**src/rtl/ahb_arbiter_mux.sv**
```systemverilog
// Three-master AHB-Lite arbiter with round-robin grant, burst/lock holding,
// and the master-side address/control and write-data multiplexers.
module ahb_arbiter_mux (
  input  logic        HCLK,
  input  logic        HRESETn,
  input  logic        HREADY,
  input  logic [2:0]  HBUSREQ,
  input  logic [2:0]  HLOCK,
  input  logic [31:0] HADDR0,
  input  logic [1:0]  HTRANS0,
  input  logic        HWRITE0,
  input  logic [2:0]  HSIZE0,
  input  logic [2:0]  HBURST0,
  input  logic [3:0]  HPROT0,
  input  logic [31:0] HWDATA0,
  input  logic [31:0] HADDR1,
  input  logic [1:0]  HTRANS1,
  input  logic        HWRITE1,
  input  logic [2:0]  HSIZE1,
  input  logic [2:0]  HBURST1,
  input  logic [3:0]  HPROT1,
  input  logic [31:0] HWDATA1,
  input  logic [31:0] HADDR2,
  input  logic [1:0]  HTRANS2,
  input  logic        HWRITE2,
  input  logic [2:0]  HSIZE2,
  input  logic [2:0]  HBURST2,
  input  logic [3:0]  HPROT2,
  input  logic [31:0] HWDATA2,
  output logic [2:0]  HGRANT,
  output logic [3:0]  HMASTERm,
  output logic        HMASTLOCKm,
  output logic [31:0] HADDRm,
  output logic [1:0]  HTRANSm,
  output logic        HWRITEm,
  output logic [2:0]  HSIZEm,
  output logic [2:0]  HBURSTm,
  output logic [3:0]  HPROTm,
  output logic [31:0] HWDATAm
);

  localparam int unsigned IDX_W = 2;
  localparam int unsigned CNT_W = 4;
  localparam int unsigned NM    = 3;

  typedef logic [IDX_W-1:0] idx_t;

  localparam logic [1:0] TR_IDLE   = 2'b00;
  localparam logic [1:0] TR_BUSY   = 2'b01;
  localparam logic [1:0] TR_NONSEQ = 2'b10;
  localparam logic [1:0] TR_SEQ    = 2'b11;

  idx_t             g_q;
  idx_t             own_q;
  idx_t             dm_q;
  logic             lock_q;
  logic [CNT_W-1:0] bcnt_q;
  logic [NM-1:0]    grant_q;

  idx_t             g_nxt;
  idx_t             rr_idx;
  logic [CNT_W-1:0] bcnt_nxt;
  logic             hold;
  logic             lock_g;
  logic             req_g;

  function automatic logic bit_at(input logic [NM-1:0] v, input idx_t i);
    case (i)
      2'd0:    bit_at = v[0];
      2'd1:    bit_at = v[1];
      2'd2:    bit_at = v[2];
      default: bit_at = 1'b0;
    endcase
  endfunction

  // First requester in the order a, b, c; master 0 when nobody requests.
  function automatic idx_t pick(input logic [NM-1:0] req, input idx_t a, input idx_t b,
                                input idx_t c);
    if (bit_at(req, a))      pick = a;
    else if (bit_at(req, b)) pick = b;
    else if (bit_at(req, c)) pick = c;
    else                     pick = 2'd0;
  endfunction

  // Address/control mux follows the address-phase owner.
  always_comb begin
    HADDRm  = HADDR0;
    HTRANSm = HTRANS0;
    HWRITEm = HWRITE0;
    HSIZEm  = HSIZE0;
    HBURSTm = HBURST0;
    HPROTm  = HPROT0;
    case (own_q)
      2'd1: begin
        HADDRm  = HADDR1;
        HTRANSm = HTRANS1;
        HWRITEm = HWRITE1;
        HSIZEm  = HSIZE1;
        HBURSTm = HBURST1;
        HPROTm  = HPROT1;
      end
      2'd2: begin
        HADDRm  = HADDR2;
        HTRANSm = HTRANS2;
        HWRITEm = HWRITE2;
        HSIZEm  = HSIZE2;
        HBURSTm = HBURST2;
        HPROTm  = HPROT2;
      end
      default: ;
    endcase
  end

  // Write data follows the data-phase owner, one handover behind the address bus.
  always_comb begin
    HWDATAm = HWDATA0;
    case (dm_q)
      2'd1:    HWDATAm = HWDATA1;
      2'd2:    HWDATAm = HWDATA2;
      default: ;
    endcase
  end

  // Beats remaining after the transfer currently on the address bus.
  always_comb begin
    bcnt_nxt = '0;
    case (HTRANSm)
      TR_NONSEQ: begin
        case (HBURSTm)
          3'b010, 3'b011: bcnt_nxt = CNT_W'(3);
          3'b100, 3'b101: bcnt_nxt = CNT_W'(7);
          3'b110, 3'b111: bcnt_nxt = CNT_W'(15);
          default:        bcnt_nxt = '0;
        endcase
      end
      TR_SEQ:  bcnt_nxt = (bcnt_q == '0) ? '0 : bcnt_q - CNT_W'(1);
      TR_BUSY: bcnt_nxt = bcnt_q;
      TR_IDLE: bcnt_nxt = '0;
      default: bcnt_nxt = '0;
    endcase
  end

  // Grant selection: hold for a live lock or a burst with two or more beats left.
  always_comb begin
    lock_g = bit_at(HLOCK, g_q);
    req_g  = bit_at(HBUSREQ, g_q);
    hold   = (lock_g && req_g) || (bcnt_nxt >= CNT_W'(2));
    rr_idx = '0;
    case (g_q)
      2'd1:    rr_idx = pick(HBUSREQ, 2'd2, 2'd0, 2'd1);
      2'd2:    rr_idx = pick(HBUSREQ, 2'd0, 2'd1, 2'd2);
      default: rr_idx = pick(HBUSREQ, 2'd1, 2'd2, 2'd0);
    endcase
    g_nxt = hold ? g_q : rr_idx;
  end

  always_ff @(posedge HCLK or negedge HRESETn) begin
    if (!HRESETn) begin
      g_q     <= '0;
      grant_q <= NM'(1);
      own_q   <= '0;
      dm_q    <= '0;
      lock_q  <= 1'b0;
      bcnt_q  <= '0;
    end else if (HREADY) begin
      g_q     <= g_nxt;
      grant_q <= NM'(1) << g_nxt;
      own_q   <= g_q;
      lock_q  <= lock_g;
      dm_q    <= own_q;
      bcnt_q  <= bcnt_nxt;
    end
  end

  assign HGRANT     = grant_q;
  assign HMASTERm   = {2'b00, own_q};
  assign HMASTLOCKm = lock_q;

endmodule

```
**config.mk**
```make
export PLATFORM = sky130hd
export DESIGN_NAME = ahb_arbiter_mux
export DESIGN_NICKNAME = d
export VERILOG_FILES = /design/src/rtl/ahb_arbiter_mux.sv
export SDC_FILE = /design/constraint.sdc
export NUM_CORES = 1
export LEC_CHECK = 0
export CORE_AREA = 5 5 122 124
export CTS_CLUSTER_SIZE = 40
export DETAILED_ROUTE_END_ITERATION = 8
export DIE_AREA = 0 0 127 129
export GPL_TIMING_DRIVEN = 0
export PLACE_DENSITY = 0.64
export SYNTH_ARGS = -nofsm -noshare
export SYNTH_HDL_FRONTEND = slang
export SYNTH_SLANG_ARGS = --single-unit
```
**constraint.sdc**
```tcl
create_clock -name HCLK -period 2.64 [get_ports HCLK]
set_input_delay 0.396 -clock HCLK [delete_from_list [all_inputs] [get_ports HCLK]]
set_output_delay 0.396 -clock HCLK [all_outputs]
set_load 0.02 [all_outputs]
```
==> impl_results.md <==
- Status: completed
- Pleak: 2.58 nW
- Number of global-route vias before repair: 4459
- Critical path, cell by cell: inv_1 > ha_1 > buf_4 > a221oi_1 > o22ai_1 > a22oi_1 > and3_4 > and3_4 > mux2_4
- Post-synth EDFFs: 0
- Clock Skew: 0.00302 ns
- CP most frequent cell: and3_4
- Initial antenna violation count: 3
- # fillers: 1440
- DP HPWL: 14300 µm
- Setup Viol. Count Final: 0
- Std cell rows: 43
- Clk slew on worst S/H paths: 0.05 ns
- Count of different cell masters after synthesis: 45
- Largest net degree at the start of global routing: 15
- Cell Area, Synth: 2420 µm²
- DRC: 0
- Final #Nets: 950
- CP max-delay cell: dfrtp_1
- Post-Route WL: 16600 µm
- Setup WS post-layout: 0.0292 ns
- Final hold vios: 0
- Yosys warnings: 0
- Worst min-delay path class: reg2reg
- Sequential area share after synthesis: 14.5%
- Unrepaired setup endpoints after global routing: yes
- Slew Limit Headroom: 55.9%
- GR Overflow Total: 0
- I/O pin count: 325
- Drt initial violations: 185
- Multi-input logic area: 1880 µm²
- Peak VDD IR: 347 µV
- Via count: 4233
- Slew @ Worst Pin: 0.660 ns
- Post-Syn Area per Cell: 6.49 µm²
- Minimum clock period: 2.61 ns
- DRT antenna net count: 0
- Mapped Cells: 373
- Clock root cell: clkbuf_16
- Placer Congestion: 0.954
- Yosys reg bits: 14
- Max capacitance violation total: 0
- Worst EP arrival: 2.73 ns
- Die Ht: 129 µm
- PortBufs: 322
- PD cells: 938 nW/µm²
- Slowest stage delay, CP: 0.42 ns
- Ys async rst share: 100%
- Number of buffers created by CTS: 3
- Core area: 13700 µm²
- Chip width: 127 µm
- Area Overhead vs Synth: 146%
- WL/cell: 18.8 µm
- Clock Latency Late Sink: 0.24 ns
- Slew Viols, Final: 0
- Worst-path fanout max: 10
- Number of buffers inserted by hold repair at cts: 0
- Period utilization: 98.9%
- First-pass GRT wire length: 24700 µm
- CP required: 2.76 ns
- Fmax achieved: 383 MHz
- GRT Resource Usage Total: 18.6%
- Share of cells above drive strength 1: 10.9%
- First-pass detailed-route iteration total: 5
- Core Util, Final: 43.5%
- Crit Path Category: reg2reg
- Max clock buf depth: 2
- Most common cell after layout, fill and taps aside: clkdlybuf4s50_1
- TritonCTS Sinks: 14
- Commonest non-fill, non-tap cells in the layout: 246 x clkdlybuf4s50_1, 82 x nand2_1, 78 x o21ai_0, 74 x a22oi_1, 34 x clkbuf_2
- Die area: 16400 µm²
- Initial cell density of the core: 17.7%
- H-Tree Depth: 1
- FF+latch area: 352 µm²
- Place WS: -0.383 ns
- Dominant synthesized flop cell: dfrtp_1
- Startpoint type of the worst setup path: register
- CTS tree: yes
- Via-to-Cell Ratio: 4.79
- CP Capture Type: register
[metal layers]
metal | part of all wire (%) | vias up | track usage [%]
met5 | 0 | - | 0
met4 | 2.2 | 0 | 5.68
met3 | 9.6 | 18 | 5.40
met2 | 52 | 241 | 34.7
met1 | 37 | 1935 | 20.4
li1 | - | 2039 | -
[final cells by class]
type	count	share of cell area [%]
Antenna cell	4	0.168
Multi-Input combinational cell	311	31.7
Tap cell	180	3.79
Timing Repair Buffer	322	52.7
Sequential cell	14	5.91
Inverter	12	0.757
Clock buffer	4	1.49
Buffer	36	3.51
[cells in the mapped netlist (all sizes together), types with 2 or more instances]
library cell	number	area share (%)
a21oi	2	0.41
and2	2	0.52
a221oi	4	2.2
nor3	2	0.41
ha	10	5.2
mux2	2	1.1
nand2	83	13
nor2b	7	1.8
nand3	4	0.83
a222oi	2	0.83
o22ai	2	0.52
o221ai	2	0.72
clkbuf	27	4.2
o21ai	82	17
buf	10	2.5
mux2i	3	1.2
inv	12	1.9
and3	2	0.93
dfrtp	13	13
nor2	7	1.4
nor3b	3	0.93
nand2b	2	0.52
a22oi	74	23
[cells by family after synthesis]
group,share of synthesized area (%)
compound gates,47.9
fa+ha+maj,5.17
buf+inv,8.52
flops,14.5
mux,2.32
other cells,0.155
simple gates,21.4
[stage by stage]
step	area [µm²]	TNS [ns]	power, W	hold slack [ns]	instances
final	5950	0	0.00558	0.487	883
after global routing	5950	-0.378	0.00603	0.562	883
after CTS	5960	-0.0303	0.00567	0.497	879
after detailed placement	5870	-14.47	0.00556	0.486	876
after global placement	5870	-13.19	0.00552	0.480	876
after floorplan	2430	0	0.00315	0.100	374
[where the power goes]
group | leakage [nW] | internal (W) | total [W] | switching, W
clock | 0.0442 | 0.000230 | 0.000318 | 0.0000885
combinational | 2.36 | 0.00199 | 0.00487 | 0.00287
sequential | 0.178 | 0.000308 | 0.000395 | 0.0000871
[state kept, by name, indices dropped and copies added, names as in the netlist]
signal and cells:
HGRANT 3, bcnt_q 4, HMASTLOCKm 1, own_q 2, g_q 2, dm_q 2
[timing repair]
action / 4_1_cts / 5_1_grt
gates cloned: 0 / 0
gates resized for setup: 122 / 103
buffers inserted: 0 / 0
hold endpoints to repair: 0 / 0
endpoints found under the setup margin: 78 / 61
[worst paths after layout]
check | startpoint | to | slack, ns | cells after the start
min | HMASTLOCKm | HMASTLOCKm | 0.49 | 2
max | own_q[0] | g_q[0] | 0.03 | 9
max in group asynchronous | HRESETn | own_q[0] | 1.66 | 1
max reg2reg | own_q[0] | g_q[0] | 0.03 | 9
min reg2reg | HMASTLOCKm | HMASTLOCKm | 0.49 | 2
min in group asynchronous | HRESETn | HMASTLOCKm | 0.56 | 1
[worst max-delay path: cells and delay by family, from the launching register on]
kind                       cells  cell delay (ns)
adders and majority gates      1             0.32
and+or+nand+nor                2             0.48
AOI/OAI and AO/OA              3             0.72
buffers and inverters          2             0.26
DFF                            1             0.42
muxes                          1             0.30
Note: power is estimated with default switching activity, not from simulation.
